[src/rtl/traffic_phase_sequencer.sv]
// Traffic phase sequencer: main/side road lamp controller driving an external interval Timer.
// Optional pedestrian WALK phase is compiled in when macro TLC_WALK_EN is defined.
module traffic_phase_sequencer #(
  parameter logic [3:0] BASE_TIME = 4'd12,
  parameter logic [3:0] EXT_TIME  = 4'd6,
  parameter logic [3:0] YEL_TIME  = 4'd3
) (
  input  logic       clk,
  input  logic       Reset_n,
  input  logic       expired,
  input  logic       Sensor,
  input  logic       Walk_Request,
  output logic [3:0] Value,
  output logic       start_timer,
  output logic [2:0] Light_Main,
  output logic [2:0] Light_Side,
  output logic       Walk
);

  typedef enum logic [2:0] {
    MG_BASE = 3'd0,
    MG_EXT  = 3'd1,
    M_YEL   = 3'd2,
    SG_BASE = 3'd3,
    SG_EXT  = 3'd4,
    S_YEL   = 3'd5
`ifdef TLC_WALK_EN
    , WALK  = 3'd6
`endif
  } state_e;

  state_e     state_q, state_d;
  logic       init_q;
  logic       start_q;
  logic       blank_q;
  logic       take_s;
  logic [3:0] value_q;
  logic [2:0] main_q;
  logic [2:0] side_q;

  function automatic logic [2:0] main_lamps(input state_e s);
    logic [2:0] r;
    case (s)
      MG_BASE, MG_EXT: r = 3'b001;
      M_YEL:           r = 3'b010;
      default:         r = 3'b100;
    endcase
    return r;
  endfunction

  function automatic logic [2:0] side_lamps(input state_e s);
    logic [2:0] r;
    case (s)
      SG_BASE, SG_EXT: r = 3'b001;
      S_YEL:           r = 3'b010;
      default:         r = 3'b100;
    endcase
    return r;
  endfunction

  function automatic logic [3:0] value_for(input state_e s);
    logic [3:0] r;
    case (s)
      MG_BASE, SG_BASE: r = BASE_TIME;
      M_YEL, S_YEL:     r = YEL_TIME;
      default:          r = EXT_TIME;
    endcase
    return r;
  endfunction

`ifdef TLC_WALK_EN
  logic wp_q;
  logic wp_d;
  logic walk_q;
`else
  logic unused_walk_request_s;
  assign unused_walk_request_s = Walk_Request;
`endif

  // Expiry is honoured only once the pulse and blanking cycles after an entry have passed.
  always_comb begin
    take_s  = 1'b0;
    state_d = state_q;
    if (!init_q && !start_q && !blank_q && expired) begin
      take_s = 1'b1;
      case (state_q)
        MG_BASE: state_d = Sensor ? M_YEL : MG_EXT;
        MG_EXT:  state_d = M_YEL;
`ifdef TLC_WALK_EN
        M_YEL:   state_d = wp_q ? WALK : SG_BASE;
        WALK:    state_d = SG_BASE;
`else
        M_YEL:   state_d = SG_BASE;
`endif
        SG_BASE: state_d = Sensor ? SG_EXT : S_YEL;
        SG_EXT:  state_d = S_YEL;
        S_YEL:   state_d = MG_BASE;
        default: state_d = MG_BASE;
      endcase
    end else begin
      take_s  = 1'b0;
      state_d = state_q;
    end
  end

`ifdef TLC_WALK_EN
  // A request arriving on the WALK-entry edge survives the clear and earns another WALK.
  always_comb begin
    wp_d = Walk_Request | (wp_q & ~(take_s & (state_d == WALK)));
  end
`endif

  // State, timing flags and lamp/interval outputs, all decoded from the next state.
  always_ff @(posedge clk or negedge Reset_n) begin
    if (!Reset_n) begin
      state_q <= MG_BASE;
      init_q  <= 1'b1;
      start_q <= 1'b0;
      blank_q <= 1'b0;
      value_q <= BASE_TIME;
      main_q  <= 3'b001;
      side_q  <= 3'b100;
`ifdef TLC_WALK_EN
      wp_q    <= 1'b0;
      walk_q  <= 1'b0;
`endif
    end else begin
      state_q <= state_d;
      init_q  <= 1'b0;
      start_q <= init_q | take_s;
      blank_q <= start_q;
      value_q <= value_for(state_d);
      main_q  <= main_lamps(state_d);
      side_q  <= side_lamps(state_d);
`ifdef TLC_WALK_EN
      wp_q    <= wp_d;
      walk_q  <= (state_d == WALK);
`endif
    end
  end

  assign Value       = value_q;
  assign start_timer = start_q;
  assign Light_Main  = main_q;
  assign Light_Side  = side_q;
`ifdef TLC_WALK_EN
  assign Walk        = walk_q;
`else
  assign Walk        = 1'b0;
`endif

endmodule

[config.mk]
export PLATFORM = sky130hd
export DESIGN_NAME = traffic_phase_sequencer
export DESIGN_NICKNAME = d
export VERILOG_FILES = /design/src/rtl/traffic_phase_sequencer.sv
export SDC_FILE = /design/constraint.sdc
export NUM_CORES = 1
export LEC_CHECK = 0
export ABC_AREA = 1
export BUFFER_PORTS_ARGS = -buffer_cell sky130_fd_sc_hd__buf_2
export CAP_MARGIN = 40
export CORE_UTILIZATION = 49
export CTS_CLUSTER_DIAMETER = 80
export DETAILED_ROUTE_END_ITERATION = 12
export PLACE_DENSITY = 0.74
export REMOVE_ABC_BUFFERS = 1
export SLEW_MARGIN = 30
export SYNTH_ARGS = -nofsm -noshare
export SYNTH_HDL_FRONTEND = slang
export SYNTH_SLANG_ARGS = --single-unit
[constraint.sdc]
create_clock -name clk -period 1.6 [get_ports clk]
set_input_delay 0.24 -clock clk [delete_from_list [all_inputs] [get_ports clk]]
set_output_delay 0.24 -clock clk [all_outputs]
set_load 0.005 [all_outputs]
==> results.yml, run 1 <==
floorplan:
  pin_count: 17
  die_area_um2: 1670
  dieHeight_um: 40.9
  start_util_pct: 54.9
  row_count: 13
  fp.dieW_um: 40.9
  coreArea_um2: 1350
synth:
  ys_types: 15
  synth-seq-area-share_pct: 54.9
  syn_area_per_cell_um2: 8.51
  synth.area.mux_share_pct: 0
  synth_area_leaders: "dfrtp_1 37%, dfstp_2 18%, nand2_1 13%"
  netlist.area_leader.share_pct: 37.2
  synthAdderAreaFrac_pct: 0
  syn-cell-area_um2: 741
  netlist.top_cell.by_area: "dfrtp_1"
  yosys.area_share.simple_pct: 34.1
  synth_xor_xnor_area_share_pct: 0
  synth_cells: 87
  yosys_warnings: 0
  synth-seq-cells: 16
  synth_compound_area_share_pct: 1.35
  synth_top_family_by_area: "simple AND/OR/NAND/NOR gates"
drt:
  drtIter0Drc: 12
  drc: 0
  drt.antenna.violating_nets: 0
  routed_via_density: 4.80
  wl_per_cell_um: 10.9
  firstDrtPassIters: 4
  wl_um: 1320
  vias: 581
layout:
  fin_nets: 112
  insertedDiodeCount: 0
  final_cells: 121
  drive_above_1_share_pct: 36.8
  areaGrowthSynthToFinish_pct: 17.7
  fin_area_um2: 872
critical_path:
  reg2reg_depth: 9
  worst_setup_path_start_kind: "register"
  path_buf_inv: 3
  critPathCaptureType: "register"
  critical_path_class: "register to register"
  path_cells: "inv_2 > nand2_1 > nor2_4 > nor2_1 > inv_2 > nand2_4 > nor2_1 > nor2_2 > inv_1"
  r2r-start: "init_q"
  critPathRequiredTime_ps: 1790
  arrival_ps: 1590
  r2r-end: "Value[1]"
  crit_family: "simple AND/OR/NAND/NOR gates"
  crit_slowest_cell: "dfstp_2"
  reg2reg_slack_ps: 200
  slowest_delay_ps: 560
  worstPathMaxFanout: 5
clock_tree:
  cts-resized-gates: 0
  tritoncts: "done"
  cts.sinks: 16
  cts-root-buf: "clkbuf_4"
  clock_latency_ps: 290
  cts.path.max_buffers: 2
  cts_buffers: 3
  clkTransAtPathRegs_ps: 90
  h-tree-depth: 1
outcome:
  outcome: "complete, no violations"
timing:
  finalMaxSlewViolations: 0
  max_freq_mhz: 717
  final.min_clock_period_ps: 1400
  rsz0062_at_grt: "no"
  final-hold-violation-count: 0
  tns_ps: 0
  setup_viol_count_final: 0
  fin_skew_ps: 0.681
  finalCritPeriodShare_pct: 87.2
global_route:
  grt_pass1_vias: 503
  track_usage_pct: 18.6
  grt_pass1_wl_um: 1960
  grt_max_degree: 17
  grt_overflow: 0
  antenna_found_initial: 0
pwr:
  power.density_nw_per_um2: 1840
  power.leakage_nw: 0.496
  ir_drop_mv: 1.06
  total_power_mw: 1.60
place:
  dp_hpwl_um: 1010
  placed_area_um2: 826
  gp_congestion: 0.804
  post-place-cells: 116
  io_buffers: 14
min_path:
  hold_depth: 5
  holdPathEnd: "start_timer"
  hp-start: "expired"
  holdCritPathClass: "primary input to register"
job:
  cap_violations: 0
-- what timing repair did --
item / CTS / global route
hold buffers: 1 / 0
hold endpoints to repair: 11 / 0
setup buffers: 0 / 0
-- logic make-up after synthesis --
kind of cell / after synthesis
simple gates: 51
buf+inv: 17
flops: 16
compound gates: 2
other cells: 1
-- synth_stat cells --
cell and n:
nand2_2 3, nand2_4 2, nand3_1 5, dfrtp_1 11, nor2_4 3, buf_4 1
inv_2 4, o21ai_0 1, nor2_1 8, nor2_2 4, conb_1 1, dfstp_2 5
inv_1 12, nand2_1 26, a21oi_1 1
-- cells in the final DEF (no fill, tap or decap), types with 2 or more instances in the layout --
cell type / Yosys / routed
nand2_1: 26 / 26
buf_2: 0 / 14
dfstp_2: 5 / 5
nand3_1: 5 / 5
nor2_2: 4 / 4
dfrtp_1: 11 / 11
inv_1: 12 / 12
clkbuf_4: 0 / 3
nor2_4: 3 / 3
nand2_2: 3 / 3
nor2_1: 8 / 8
inv_2: 4 / 4
conb_1: 1 / 2
nand2_4: 2 / 2
-- worst min-delay path, cell delays in order --
cell and delay, ps:
buf_2 100, inv_1 60, nor2_2 50, nand2_2 100
nand2_1 60
-- layout make-up --
class | count | area, um^2
Clock buffer | 4 | 36.3
Timing Repair Buffer | 15 | 80.1
Tap cell | 15 | 18.8
Sequential cell | 16 | 407
Multi-Input combinational cell | 55 | 270
Inverter | 16 | 60.1
Fill cell | 112 | 478
-- routing by layer --
metal / part of all wire, % / GRT usage [%]
met5: 0 / 0
met2: 51 / 32.4
met1: 43 / 20.8
met4: 1.5 / 10.0
met3: 4.2 / 3.80
-- report_power, final --
| group | switching, mW | internal [mW] |
|---|---|---|
| sequential | 0.0717 | 0.592 |
| combinational | 0.426 | 0.246 |
| clock | 0.131 | 0.139 |
-- through the flow --
stage                     setup WS [ps]  util [%]  hold slack (ps)
after floorplan                     316         -            -55.6
after CTS                           190      64.6              341
final                               205      64.6              343
after global routing                117      64.6              392
after global placement              237      61.2              155
after detailed placement            209      61.2              159
-- state kept, by name (all words and copies together), names as in the netlist --
| name | flops |
|---|---|
| Value | 4 |
| start_timer | 1 |
| init_q | 1 |
| blank_q | 1 |
| state_q | 3 |
| Light_Side | 3 |
| Light_Main | 3 |
-- worst max path at each step --
stage / from / endpoint / slack (ps) / cells after the start
floorplan: init_q / Value[1] / 320 / 9
global placement: init_q / Value[1] / 240 / 9
detailed placement: init_q / Value[1] / 210 / 9
CTS: init_q / Value[1] / 190 / 9
global route: init_q / Light_Side[2] / 120 / 10
finish: init_q / Value[1] / 200 / 9
No activity file was read; power rests on OpenSTA's default activity.
==> inputs of run 2 (changes only) <==
--- a/config.mk
+++ b/config.mk
@@ -5,13 +5,12 @@
 export SDC_FILE = /design/constraint.sdc
 export NUM_CORES = 1
 export LEC_CHECK = 0
-export ABC_AREA = 1
 export BUFFER_PORTS_ARGS = -buffer_cell sky130_fd_sc_hd__buf_2
 export CAP_MARGIN = 40
-export CORE_UTILIZATION = 49
+export CORE_UTILIZATION = 50
 export CTS_CLUSTER_DIAMETER = 80
 export DETAILED_ROUTE_END_ITERATION = 12
-export PLACE_DENSITY = 0.74
+export PLACE_DENSITY = 0.75
 export REMOVE_ABC_BUFFERS = 1
 export SLEW_MARGIN = 30
 export SYNTH_ARGS = -nofsm -noshare
==> constraint.sdc (replaced) <==
create_clock -name clk -period 1.5 [get_ports clk]
set_input_delay 0.225 -clock clk [delete_from_list [all_inputs] [get_ports clk]]
set_output_delay 0.225 -clock clk [all_outputs]
set_load 0.005 [all_outputs]
==> run 2 against run 1 <==
The flow now finishes with violations (setup timing); count of clock-buffer cells in the layout unchanged; sequential share of layout area shrank 6.8 points; cell count is 7.4% lower; die area is 0.29% higher; utilization increased by 11 points; worst hold slack worse by 110 ps; sequential power grew 13%; final area increased by 17%; sequential cell count is the same; critical path type unchanged.
==> results.yml, run 2 <==
place:
  gp_congestion: 0.808
  placed_area_um2: 878
  post-place-cells: 101
  dp_hpwl_um: 1040
  io_buffers: 14
  post-place-ws_ps: -135
clock_tree:
  tritoncts: "done"
  cts_buffers: 3
  clkTransAtPathRegs_ps: 90
  cts-root-buf: "clkbuf_4"
  cts.path.max_buffers: 2
  cts.sinks: 16
  h-tree-depth: 1
  clock_latency_ps: 280
critical_path:
  critPathCaptureType: "register"
  worstPathMaxFanout: 4
  worst_setup_path_start_kind: "register"
  arrival_ps: 1860
  critical_path_class: "register to register"
  critPathRequiredTime_ps: 1700
timing:
  final.min_clock_period_ps: 1660
  final-hold-violation-count: 0
  finalMaxSlewViolations: 0
  setup_ws_ps: -158
  rsz0062_at_grt: "yes"
  max_freq_mhz: 603
  setup_viol_count_final: 8
  finalCritPeriodShare_pct: 111
  fin_skew_ps: 2.09
layout:
  insertedDiodeCount: 0
  final_common_cell: "buf_2"
  areaGrowthSynthToFinish_pct: 34.8
  final_cell_mix: "14 x buf_2, 11 x dfrtp_1, 10 x buf_4, 5 x dfstp_2"
  final_cells: 112
  fin_nets: 103
  fin_area_um2: 1020
  drive_above_1_share_pct: 47.4
  largest_reg_flops: 4
  fin_util_pct: 75.7
drt:
  vias: 638
  routed_via_density: 5.70
  firstDrtPassIters: 4
  wl_per_cell_um: 15.1
  drt.antenna.violating_nets: 0
  drc: 0
  drtIter0Drc: 6
  wl_um: 1690
outcome:
  violations: "setup timing"
  outcome: "complete, but fails checks"
synth:
  netlist.top_cell.by_area: "dfrtp_1"
  yosys-top-cells-count: "11 x dfrtp_1, 5 x clkbuf_1, 5 x dfstp_2, 5 x nor2_1"
  yosys_warnings: 0
  synth-seq-area-share_pct: 53.6
  synth_cells: 71
  synth-seq-cells: 16
  syn-cell-area_um2: 758
  synth_area_leaders: "dfrtp_1 36%, dfstp_2 17%, or4b_4 3.6%"
  ys.flop_type: "dfrtp_1"
  syn_area_per_cell_um2: 10.7
  netlist.area_leader.share_pct: 36.3
  synth_edf_count: 0
  ys_types: 32
  async_reset_ff_share_pct: 100
  synth_most_common_cell: "dfrtp_1"
global_route:
  track_usage_pct: 22.9
  grt_max_degree: 17
  grt_pass1_vias: 555
  antenna_found_initial: 0
  grt_pass1_wl_um: 2430
  grt_overflow: 0
floorplan:
  fp.dieW_um: 40.9
  pin_count: 17
  dieHeight_um: 40.9
  die_area_um2: 1680
  start_util_pct: 56.2
  coreArea_um2: 1350
  row_count: 13
pwr:
  power.density_nw_per_um2: 1730
  ir_drop_mv: 1.02
  power.leakage_nw: 0.459
min_path:
  holdCritPathClass: "primary input to register"
job:
  cap_violations: 0
run 2: cell count changes after synthesis, moves of 3 or more:
cell / before / now
clkbuf_1: 0 / 5
a21oi_1: 1 / 4
nor2_2: 4 / 0
nor2_4: 3 / 0
nand2b_1: 0 / 3
nand3_1: 5 / 2
nand2_2: 3 / 0
inv_1: 12 / 0
nor2b_1: 0 / 3
nor2_1: 8 / 5
nand2_1: 26 / 4
inv_2: 4 / 0
run 2: per-stage QoR:
| step | TNS, ps | hold slack, ps | power, mW |
|---|---|---|---|
| 2_1_floorplan | -5220 | -70.6 | 1.15 |
| 4_1_cts | -331 | 233 | 1.72 |
| 3_5_place_dp | -363 | 149 | 1.41 |
| 3_3_place_gp | -259 | 149 | 1.37 |
| 6_report | -607 | 237 | 1.77 |
| 5_1_grt | -1010 | 238 | 1.91 |
run 2: cell type report:
cell class / count / area, um^2
multi-input combinational: 49 / 368
timing repair buffer: 28 / 193
tap: 15 / 18.8
fill: 96 / 328
clock buffer: 4 / 36.3
sequential: 16 / 407
run 2: timing repair:
item | in CTS | in global routing
hold buffers | 1 | 0
endpoints found under the hold margin | 11 | 0
pin swaps | 1 | 1
buffers inserted | 0 | 6
gates resized for setup | 4 | 9
setup endpoints to repair | 7 | 10
run 2: worst max-delay path: stages (launching register included):
cell and delay (ps):
dfstp_2 380, or4b_4 560, or4b_4 510, o2111ai_1 120
run 2: cells by family after synthesis:
group           Yosys count  share of synthesized area (%)
other cells               1                          0.495
compound gates           20                           19.1
mux                       1                           1.32
buf+inv                   7                           4.13
simple gates             25                           20.1
flops                    16                           53.6
xor+xnor                  1                           1.16
run 2: per-layer routing:
layer,part of all wire (%),track usage [%]
met1,45,26.8
met2,50,39.5
met3,2.8,3.26
met4,2.1,12.5
met5,0,0
run 2: path summary, 6_finish.rpt:
kind | startpoint | to | slack, ps | depth (start not counted)
setup / recovery | init_q | Value[0] | -160 | 3
hold / removal | Sensor | Light_Side[1] | 240 | 2
setup reg to reg | init_q | Value[0] | -160 | 3
hold reg to reg | start_timer | blank_q | 510 | 1
max in group asynchronous | Reset_n | Light_Side[2] | 830 | 2
min in group asynchronous | Reset_n | Light_Main[1] | 370 | 2
run 2: power by group:
group          switching [mW]  internal (mW)  leakage (nW)
clock                   0.134          0.148        0.0210
combinational           0.370          0.370         0.250
sequential              0.132          0.615         0.188
